<file path="src/rtl/pipeline_pkg.sv">
// Shared RV32 pipeline types: control bundles, ALU and mul/div opcodes,
// and the iterative mul/div engine parameters.
package pipeline_pkg;

    localparam int MULDIV_ITERATIONS = 32;

    typedef logic [4:0] RegisterID_t;

    typedef enum logic [3:0] {
        ALU_ADD,
        ALU_SUB,
        ALU_AND,
        ALU_OR,
        ALU_XOR,
        ALU_SLL,
        ALU_SRL,
        ALU_SRA,
        ALU_SLT,
        ALU_SLTU,
        ALU_PASSB
    } AluOp_t;

    typedef enum logic [2:0] {
        MD_MUL,
        MD_MULH,
        MD_MULHSU,
        MD_MULHU,
        MD_DIV,
        MD_DIVU,
        MD_REM,
        MD_REMU
    } MulDivOp_t;

    typedef enum logic [1:0] {
        MD_IDLE,
        MD_BUSY,
        MD_DONE
    } MdState_t;

    typedef struct packed {
        AluOp_t    AluOp;
        logic      AluSrcImm;
        logic      AluSrcPC;
        logic      IsMulDiv;
        MulDivOp_t MulDivOp;
    } EX_Control_t;

    typedef struct packed {
        logic       MemRead;
        logic       MemWrite;
        logic [2:0] Funct3;
    } MEM_Control_t;

    typedef struct packed {
        logic RegWrite;
        logic MemToReg;
    } WB_Control_t;

    function automatic logic is_div_op(input MulDivOp_t op);
        return op inside {MD_DIV, MD_DIVU, MD_REM, MD_REMU};
    endfunction

endpackage

</file>
<file path="src/rtl/muldiv_unit.sv">
// Iterative RV32M engine: magnitude shift-add multiply / restoring divide,
// one bit per cycle, with the sign fix-up and special cases applied in DONE.
//   state | meaning
//   IDLE  | waiting for start; operands latched on start
//   BUSY  | one iteration per cycle, count 0..31
//   DONE  | o_Result valid for this cycle only
module muldiv_unit
    import pipeline_pkg::*;
(
    input  logic        i_Clock,
    input  logic        i_Reset,
    input  logic        i_Start,
    input  logic        i_Abort,
    input  MulDivOp_t   i_Op,
    input  logic [31:0] i_A,
    input  logic [31:0] i_B,
    output logic        o_Busy,
    output logic        o_Done,
    output logic [31:0] o_Result
);

    MdState_t    r_State, w_NextState;
    logic [4:0]  r_Count;
    logic [31:0] r_Hi, r_Lo, r_M;
    MulDivOp_t   r_Op;
    logic        r_NegQ, r_NegR, r_DivZero;

    logic        w_NegA, w_NegB;
    logic [31:0] w_MagA, w_MagB;
    logic [32:0] w_Sum, w_Shift;
    logic        w_Ge;
    logic [31:0] w_RemNext;
    logic [63:0] w_Prod;
    logic [31:0] w_Quot, w_Rem;

    always_comb begin
        w_NegA = i_A[31] && (i_Op inside {MD_MUL, MD_MULH, MD_MULHSU, MD_DIV, MD_REM});
        w_NegB = i_B[31] && (i_Op inside {MD_MUL, MD_MULH, MD_DIV, MD_REM});
        w_MagA = w_NegA ? -i_A : i_A;
        w_MagB = w_NegB ? -i_B : i_B;
    end

    // r_Hi:r_Lo is the product shift register for MUL*, remainder:quotient for DIV*
    always_comb begin
        w_Sum     = {1'b0, r_Hi} + (r_Lo[0] ? {1'b0, r_M} : 33'd0);
        w_Shift   = {r_Hi, r_Lo[31]};
        w_Ge      = (w_Shift >= {1'b0, r_M});
        w_RemNext = w_Ge ? 32'(w_Shift - {1'b0, r_M}) : w_Shift[31:0];
    end

    always_ff @(posedge i_Clock) begin
        if (i_Reset) begin
            r_State <= MD_IDLE;
        end else begin
            r_State <= w_NextState;
        end
    end

    always_comb begin
        w_NextState = r_State;
        case (r_State)
            MD_IDLE: if (i_Start && !i_Abort) w_NextState = MD_BUSY;
            MD_BUSY: begin
                if (i_Abort) begin
                    w_NextState = MD_IDLE;
                end else if (r_Count == 5'(MULDIV_ITERATIONS - 1)) begin
                    w_NextState = MD_DONE;
                end
            end
            MD_DONE: w_NextState = MD_IDLE;
            default: w_NextState = MD_IDLE;
        endcase
    end

    always_ff @(posedge i_Clock) begin
        if (i_Reset) begin
            r_Count <= '0;
        end else begin
            case (r_State)
                MD_IDLE: begin
                    if (i_Start && !i_Abort) begin
                        r_Op      <= i_Op;
                        r_Count   <= '0;
                        r_Hi      <= '0;
                        r_Lo      <= is_div_op(i_Op) ? w_MagA : w_MagB;
                        r_M       <= is_div_op(i_Op) ? w_MagB : w_MagA;
                        r_NegQ    <= w_NegA ^ w_NegB;
                        r_NegR    <= w_NegA;
                        r_DivZero <= (i_B == 32'd0);
                    end
                end
                MD_BUSY: begin
                    r_Count <= r_Count + 5'd1;
                    if (is_div_op(r_Op)) begin
                        r_Hi <= w_RemNext;
                        r_Lo <= {r_Lo[30:0], w_Ge};
                    end else begin
                        r_Hi <= w_Sum[32:1];
                        r_Lo <= {w_Sum[0], r_Lo[31:1]};
                    end
                end
                default: ;
            endcase
        end
    end

    // Divide overflow (-2^31 / -1) falls out of the magnitude path; only /0 needs forcing
    always_comb begin
        w_Prod   = r_NegQ ? -{r_Hi, r_Lo} : {r_Hi, r_Lo};
        w_Quot   = r_NegQ ? -r_Lo : r_Lo;
        w_Rem    = r_NegR ? -r_Hi : r_Hi;
        o_Result = '0;
        case (r_Op)
            MD_MUL:                       o_Result = w_Prod[31:0];
            MD_MULH, MD_MULHSU, MD_MULHU: o_Result = w_Prod[63:32];
            MD_DIV, MD_DIVU:              o_Result = r_DivZero ? 32'hFFFF_FFFF : w_Quot;
            MD_REM, MD_REMU:              o_Result = w_Rem;
            default:                      o_Result = '0;
        endcase
    end

    assign o_Busy = (r_State == MD_BUSY);
    assign o_Done = (r_State == MD_DONE);

endmodule

</file>
<file path="src/rtl/stage_execute.sv">
// RV32 EX stage: operand muxes, single-cycle ALU, iterative mul/div with
// upstream stall, and the EX/MEM register. STAGE_EXECUTE_FAST_MUL_EN moves MUL* to a 1-cycle multiplier.
module stage_execute
    import pipeline_pkg::*;
#(
    parameter int XLEN = 32
) (
    input  logic            i_Clock,
    input  logic            i_Reset,
    input  EX_Control_t     i_EX_Control,
    input  MEM_Control_t    i_MEM_Control,
    input  WB_Control_t     i_WB_Control,
    input  RegisterID_t     i_rd,
    input  logic [XLEN-1:0] i_rs1Value,
    input  logic [XLEN-1:0] i_rs2Value,
    input  logic [XLEN-1:0] i_Immediate,
    input  logic [XLEN-1:0] i_PC,
    input  logic            i_Flush,
    output logic            o_Stall,
    output MEM_Control_t    o_MEM_Control,
    output WB_Control_t     o_WB_Control,
    output RegisterID_t     o_rd,
    output logic [XLEN-1:0] o_AluOutput,
    output logic [XLEN-1:0] o_rs2Value
);

    logic [XLEN-1:0] w_OpA, w_OpB, w_AluResult, w_ExResult, w_MdResult;
    logic [4:0]      w_Shamt;
    logic            w_NeedsIter, w_MdBusy, w_MdDone, w_MdIdle, w_Start;
    MEM_Control_t    r_LatMEM;
    WB_Control_t     r_LatWB;
    RegisterID_t     r_LatRd;

    always_comb begin
        w_OpA   = i_EX_Control.AluSrcPC  ? i_PC        : i_rs1Value;
        w_OpB   = i_EX_Control.AluSrcImm ? i_Immediate : i_rs2Value;
        w_Shamt = w_OpB[4:0];
    end

    always_comb begin
        w_AluResult = '0;
        case (i_EX_Control.AluOp)
            ALU_ADD:   w_AluResult = w_OpA + w_OpB;
            ALU_SUB:   w_AluResult = w_OpA - w_OpB;
            ALU_AND:   w_AluResult = w_OpA & w_OpB;
            ALU_OR:    w_AluResult = w_OpA | w_OpB;
            ALU_XOR:   w_AluResult = w_OpA ^ w_OpB;
            ALU_SLL:   w_AluResult = w_OpA << w_Shamt;
            ALU_SRL:   w_AluResult = w_OpA >> w_Shamt;
            ALU_SRA:   w_AluResult = $signed(w_OpA) >>> w_Shamt;
            ALU_SLT:   w_AluResult = {31'd0, $signed(w_OpA) < $signed(w_OpB)};
            ALU_SLTU:  w_AluResult = {31'd0, w_OpA < w_OpB};
            ALU_PASSB: w_AluResult = w_OpB;
            default:   w_AluResult = '0;
        endcase
    end

`ifdef STAGE_EXECUTE_FAST_MUL_EN
    logic        w_MulSA, w_MulSB;
    logic [63:0] w_MulA, w_MulB, w_MulProd;

    // Operands sign- or zero-extended to 64 bits; the low 64 product bits are exact
    always_comb begin
        w_MulSA   = (i_EX_Control.MulDivOp != MD_MULHU) && i_rs1Value[31];
        w_MulSB   = (i_EX_Control.MulDivOp inside {MD_MUL, MD_MULH}) && i_rs2Value[31];
        w_MulA    = {{32{w_MulSA}}, i_rs1Value};
        w_MulB    = {{32{w_MulSB}}, i_rs2Value};
        w_MulProd = w_MulA * w_MulB;
    end

    assign w_NeedsIter = i_EX_Control.IsMulDiv && is_div_op(i_EX_Control.MulDivOp);
    assign w_ExResult  = !i_EX_Control.IsMulDiv ? w_AluResult :
                         (i_EX_Control.MulDivOp == MD_MUL) ? w_MulProd[31:0] : w_MulProd[63:32];
`else
    assign w_NeedsIter = i_EX_Control.IsMulDiv;
    assign w_ExResult  = w_AluResult;
`endif

    muldiv_unit u_muldiv (
        .i_Clock  (i_Clock),
        .i_Reset  (i_Reset),
        .i_Start  (w_NeedsIter),
        .i_Abort  (i_Flush),
        .i_Op     (i_EX_Control.MulDivOp),
        .i_A      (i_rs1Value),
        .i_B      (i_rs2Value),
        .o_Busy   (w_MdBusy),
        .o_Done   (w_MdDone),
        .o_Result (w_MdResult)
    );

    assign w_MdIdle = !w_MdBusy && !w_MdDone;
    assign w_Start  = w_MdIdle && w_NeedsIter && !i_Flush && !i_Reset;
    assign o_Stall  = !i_Reset && !i_Flush && (w_Start || w_MdBusy);

    always_ff @(posedge i_Clock) begin
        if (w_Start) begin
            r_LatMEM <= i_MEM_Control;
            r_LatWB  <= i_WB_Control;
            r_LatRd  <= i_rd;
        end
    end

    always_ff @(posedge i_Clock) begin
        if (i_Reset) begin
            o_MEM_Control <= '0;
            o_WB_Control  <= '0;
            o_rd          <= '0;
            o_AluOutput   <= '0;
            o_rs2Value    <= '0;
        end else if (i_Flush || o_Stall) begin
            o_MEM_Control.MemRead  <= 1'b0;
            o_MEM_Control.MemWrite <= 1'b0;
            o_WB_Control.RegWrite  <= 1'b0;
        end else if (w_MdDone) begin
            o_MEM_Control <= r_LatMEM;
            o_WB_Control  <= r_LatWB;
            o_rd          <= r_LatRd;
            o_AluOutput   <= w_MdResult;
            o_rs2Value    <= i_rs2Value;
        end else begin
            o_MEM_Control <= i_MEM_Control;
            o_WB_Control  <= i_WB_Control;
            o_rd          <= i_rd;
            o_AluOutput   <= w_ExResult;
            o_rs2Value    <= i_rs2Value;
        end
    end

endmodule
</file>
<file path="config.mk">
export PLATFORM = sky130hd
export DESIGN_NAME = stage_execute
export DESIGN_NICKNAME = d
export VERILOG_FILES = /design/src/rtl/pipeline_pkg.sv /design/src/rtl/muldiv_unit.sv /design/src/rtl/stage_execute.sv
export SDC_FILE = /design/constraint.sdc
export NUM_CORES = 1
export LEC_CHECK = 0
export BUFFER_PORTS_ARGS = -buffer_cell sky130_fd_sc_hd__buf_2
export CAP_MARGIN = 20
export CORE_MARGIN = 5
export CORE_UTILIZATION = 40
export CTS_BUF_LIST = sky130_fd_sc_hd__clkbuf_8
export CTS_CLUSTER_DIAMETER = 100
export DETAILED_ROUTE_END_ITERATION = 10
export GPL_ROUTABILITY_DRIVEN = 1
export HOLD_SLACK_MARGIN = 0.15
export PLACE_DENSITY = 0.63
export SYNTH_ARGS = -nofsm -noshare
export SYNTH_HDL_FRONTEND = slang
export SYNTH_SLANG_ARGS = --single-unit
</file>
<file path="constraint.sdc">
create_clock -name i_Clock -period 6.4 [get_ports i_Clock]
set_input_delay 0.96 -clock i_Clock [delete_from_list [all_inputs] [get_ports i_Clock]]
set_output_delay 0.96 -clock i_Clock [all_outputs]
set_load 0.01 [all_outputs]
</file>
; Word level (Yosys, flattened, before mapping)
; Index checks and enable logic that the tools add are counted.
[word_totals]
register_bits = 197
output_inout_bits = 77
elab_cells = 135
[op_classes]
add_sub_neg = 10
n_lt_le_gt_ge = 3
eq_ne = 28
shifts = 3
muxes = 30
bitwise = 5
n_reduce_logical = 33
[ops]
columns = operator, count
row1 = two-way mux 32 bit, 16
row2 = case mux 32 bit (11 select lines), 1
row3 = negator 32 bit, 4
row4 = case mux 32 bit (2 select lines), 2
row5 = case mux 32 bit (4 select lines), 1
row6 = less-than comparator 32 bit, 2
row7 = two-way mux 64 bit, 1
row8 = negator 64 bit, 1
row9 = subtractor 32 bit, 2
row10 = adder 32 x 32 -> 33 bit, 1
row11 = >= comparator 33 x 32 -> 1 bit, 1
row12 = adder 32 bit, 1
row13 = AND 32 bit, 1
row14 = logical NOT 32 bit, 1
row15 = bitwise OR 32 bit, 1
row16 = << shifter 32 x 5 -> 32 bit, 1
row17 = right shift 32 x 5 -> 32 bit, 1
row18 = >>> shifter 32 x 5 -> 32 bit, 1
row19 = bitwise XOR 32 bit, 1
row20 = equality test 3 bit (second input constant), 8
row21 = equality test 4 x 3 -> 1 bit (second input constant), 4
row22 = two-way mux 5 bit, 3
row23 = equality test 4 bit (second input constant), 3
row24 = nonzero test 4 bit, 3
row25 = other kinds (27), 51

; Logic depth before layout (Yosys ltp)
[logic_depth]
depth_word = 10
ltp_mapped = 19

; Modules after synthesis
; A second synthesis with hierarchy kept.
[hier_totals]
cells_unflattened = 3468
hier_area_um2 = 26469.1
[modules_own_cells]
columns = module, instances, cells_each, area_per_inst_um2
row1 = stage_execute, 1, 1813, 13417.9
row2 = muldiv_unit, 1, 1655, 13051.3

; Worst setup path after synthesis
; No wires, ideal clock.
[synth_timing]
kind = in2reg
from = in i_EX_Control[5] (netlist name)
to = reg o_AluOutput[26]
setup_ps = 136
arrival_ps = 5235
t_required_ps = 6264
slack_ps = 1029
stages = 16
n_path_buf = 5
cell_sequence = buf_2 -> buf_1 -> clkbuf_1 -> buf_1 -> mux2i_1 -> ha_1 -> clkbuf_1 -> o21bai_1 -> a31o_2 -> a31oi_1 -> o21ai_0 -> o41ai_1 -> mux2_2 -> nor2_1 -> o41ai_1 -> a31oi_1
[synth_via]
elab_chain_len = 4
elab_cells_between_ends = 11
classes_between = 2 x add/sub / 3 x shift / 3 x mux / 3 x bitwise
[synth_rtl]
columns = element, line_no
row1 = from (decl), stage_execute.sv:10  ; input EX_Control_t i_EX_Control,
row2 = two-way mux 32 bit *, stage_execute.sv:36  ; w_OpB = i_EX_Control.AluSrcImm ? i_Immediate : i_rs2Value;
row3 = subtractor 32 bit (tied with other cells), stage_execute.sv:44  ; ALU_SUB: w_AluResult = w_OpA - w_OpB;
row4 = case mux 32 bit (11 select lines) *, stage_execute.sv:42  ; case (i_EX_Control.AluOp)
row5 = two-way mux 32 bit *, stage_execute.sv:115  ; end else if (w_MdDone) begin
row6 = to (signal assigned), stage_execute.sv:119  ; o_AluOutput <= w_MdResult;
row7 = to (signal assigned), stage_execute.sv:125  ; o_AluOutput <= w_ExResult;
row8 = to (decl), stage_execute.sv:23  ; output logic [XLEN-1:0] o_AluOutput,
; Mark *: on every way between the ends. The rest lies on a longest branch, timed or not.
; A chain may end at the register's enable or synchronous reset.

; Worst setup path after layout
[layout_timing]
from = in i_EX_Control[4] (netlist name)
to = reg o_AluOutput[31]
[layout_via]
elab_chain_len = 4
elab_cells_between_ends = 11
classes_between = 2 x add/sub / 3 x shift / 3 x mux / 3 x bitwise
[layout_rtl]
columns = element, line_no
row1 = two-way mux 32 bit *, stage_execute.sv:35  ; w_OpA = i_EX_Control.AluSrcPC ? i_PC : i_rs1Value;
row2 = subtractor 32 bit (tied with other cells), stage_execute.sv:44
row3 = case mux 32 bit (11 select lines) *, stage_execute.sv:42
row4 = two-way mux 32 bit *, stage_execute.sv:115
; Marks and branches as above.

==> flow_metrics.tcl <==
set metrics [dict create \
    hold_depth 2 \
    final_core_util 0.443 \
    tightestPinTransition_ns 1.23 \
    arrival_ns 5.46 \
    setup_viol 0 \
    core_area_um2 64500 \
    end_kind "flip-flop" \
    synth_cell_type_count 87 \
    cp_slowest_stage_delay_ns 0.60 \
    reg2reg_setup_slack_ns 1.65 \
    hp-start "o_AluOutput[13]" \
    grt_overflow 0 \
    num_vias 28900 \
    place_inst 4458 \
    numCtsBuffers 17 \
    fp.dieW_um 265 \
    fill_cells 6742 \
    dr.pass1.iters 6 \
    min_to "o_AluOutput[13]" \
    clock_skew_ns 0.0435 \
    die_h_um 265 \
    ys_seq_area_frac 0.195 \
    vias_per_cell 6.44 \
    gp_congestion 1.07 \
    die_area_um2 70400 \
    powerDensity_nw_per_um2 169 \
    dp_hpwl_um 97900 \
    synth_largest_area_cell "edfxtp_1" \
    slew_headroom 0.177 \
    hold_viol 0 \
    cts_sinks 197 \
    status "finished, final reports clean" \
    synthTopCellsByCount "392 x nor2_1, 346 x a21oi_1, 306 x nand2_1, 270 x o21ai_0, 269 x mux2i_1" \
    initial_utilization 0.404 \
    drc_errors 0 \
    num_rows 93 \
    grt_max_degree 71 \
    synth_most_common_cell "nor2_1" \
    antenna_found_initial 5 \
    wl_um 125000 \
    hp-class "reg -> reg" \
    seqCellArea_um2 5080 \
    ios 230 \
    syn_area_um2 26100 \
    cp_slowest_cell "mux2i_1" \
    cts_tree "yes" \
    period_minus_slack_ns 4.99 \
    synth_area_leaders "edfxtp_1 13%, mux2i_1 10%, ha_1 8.5%, a21oi_1 6.6%, dfxtp_1 6.4%" \
    drv_cap 0 \
    cts_resized 0 \
    clk_pin_slew_worst_paths_ns 0.10 \
    setup_tns_ns 0 \
    worstReg2RegEnd "o_AluOutput[26]" \
    ys_ff_latch 197 \
    cp_cell_sequence "buf_2 -> buf_4 -> mux2i_1 -> inv_1 -> ha_1 -> and2_1 -> o311ai_0 -> o211ai_1 -> a41o_1 -> a21oi_1 -> o211a_1 -> a21boi_0 -> o311a_1 -> o221ai_1" \
    cp-start-kind "primary input" \
    antenna_left 0 \
    critPathRequiredTime_ns 6.88 \
    synth_enable_flop_cells 114 \
    yosys.area.top_type_share 0.131 \
    drt_iter0_drc 3297 \
    max_freq_mhz 201 \
    root_buffer "clkbuf_8" \
    slew_violations 0 \
    async_flop_share 0 \
    path_buf_inv 3 \
    cpLargestDelayFamily "compound AO/OA/AOI/OAI gates" \
    finalCritPeriodShare 0.779 \
    synth.avg_cell_area_um2 7.40 \
    post-cts-setup-buffers 0 \
    synth_cells 3524 \
    r2r_cells 11 \
    r2r-start "u_muldiv.r_Hi[0]" \
    grt_pass1_vias 26600 \
    hold_ws_ns 0.502 \
    drive_gt1_frac 0.117 \
    crit_fanout 21 \
    yosysWarnings 0 \
    track_usage 0.336 \
    rsz0062_at_grt "no" \
    grt_first_pass_wirelength_um 180000 \
    ir_drop_uv 146 \
    power.total_mw 4.81 \
    power_leakage_nw 12.0 \
    htreeDepth 4 \
    hold_buffers 0 \
    cts_buffer_depth 2 \
    worstSetupPathType "in -> reg" \
    worstSkewPairLatency_ns 0.58 \
    post_drt_wl_per_cell_um 27.8 \
    synth_ff_type "edfxtp_1" \
    synth_nets 3858 \
    port_buffers 229 \
    fin_cells 4493 \
    multiInputGateArea_um2 19600 \
    area_growth_syn_to_layout_pct 9.49 \
    fin_nets 3956 \
]
[worst max path at each step]
| stage | start | endpoint | cells past startpoint |
|---|---|---|---|
| 2_1_floorplan | i_EX_Control[5] | o_AluOutput[26] | 16 |
| 6_report | i_EX_Control[4] | o_AluOutput[31] | 14 |
| 3_3_place_gp | i_EX_Control[5] | o_AluOutput[31] | 14 |
| 3_5_place_dp | i_EX_Control[4] | o_AluOutput[31] | 14 |
| 4_1_cts | i_EX_Control[5] | o_AluOutput[31] | 14 |
| 5_1_grt | i_EX_Control[4] | o_AluOutput[29] | 15 |
[cell type report]
type                            count  share of cell area
Antenna cell                        3            0.000263
Clock buffer                       17             0.00820
Clock inverter                     15             0.00627
Inverter                          167              0.0220
Multi-Input combinational cell   2930               0.686
Sequential cell                   197               0.178
Tap cell                          855              0.0375
Timing Repair Buffer              309              0.0613
[metrics by stage]
step / area, µm² / setup WS, ns
after floorplan: 26100 / 1.03
after global placement: 28100 / 1.04
after detailed placement: 28100 / 1.01
after CTS: 28500 / 1.59
after global routing: 28500 / 1.18
final: 28500 / 1.41
[where the power goes]
| part | total (mW) | internal (mW) | switching, mW |
|---|---|---|---|
| Combinational | 2.36 | 0.793 | 1.57 |
| Clock | 0.906 | 0.301 | 0.605 |
| Sequential | 1.54 | 1.44 | 0.103 |
[cells in the final DEF, fill, tap and decap left out, types with 44 or more instances in the layout]
cell and count:
o211ai_1 54, buf_2 228, a21o_1 46, a21oi_1 345, a211oi_1 58, o21ai_0 270, ha_1 175, nand3_1 52
buf_4 81, a31oi_1 51, nor2_1 389, dfxtp_1 83, nand2_1 304, mux2i_1 265, nor3_1 74, o22ai_1 44
edfxtp_1 114, xor2_1 93, xnor2_1 99, inv_1 163
[layer usage]
| metal | vias to the layer above | track usage | wire length, µm |
|---|---|---|---|
| met5 | - | 0 | 47 |
| met1 | 13700 | 0.431 | 49000 |
| met4 | 6 | 0.200 | 9310 |
| met3 | 379 | 0.0618 | 11400 |
| met2 | 1667 | 0.530 | 54900 |
| li1 | 13200 | - | - |
[state kept, by name, indices dropped and copies added (netlist names)]
register / count
r_LatRd: 5
u_muldiv.r_Count: 5
u_muldiv.r_Op: 3
o_AluOutput: 32
u_muldiv.r_M: 32
r_LatMEM: 5
o_WB_Control: 2
u_muldiv.r_NegQ: 1
u_muldiv.r_State: 2
u_muldiv.r_NegR: 1
o_rs2Value: 32
u_muldiv.r_DivZero: 1
o_rd: 5
u_muldiv.r_Lo: 32
o_MEM_Control: 5
u_muldiv.r_Hi: 32
r_LatWB: 2
[worst min-delay path, cell delays in order (launching register included)]
cell and delay (ns):
dfxtp_1 0.34, a21oi_1 0.06, nor2_1 0.07
[cell families after synthesis]
| logic type | count (synthesis) | share of synthesized area |
|---|---|---|
| AOI/OAI and AO/OA | 1174 | 0.287 |
| xor gates and xnor gates | 192 | 0.0645 |
| DFF | 197 | 0.195 |
| muxes | 298 | 0.116 |
| adders and majority gates | 181 | 0.0881 |
| and+or+nand+nor | 1085 | 0.191 |
| buffers and inverters | 397 | 0.0579 |
Note: power is estimated with default switching activity, not from simulation.
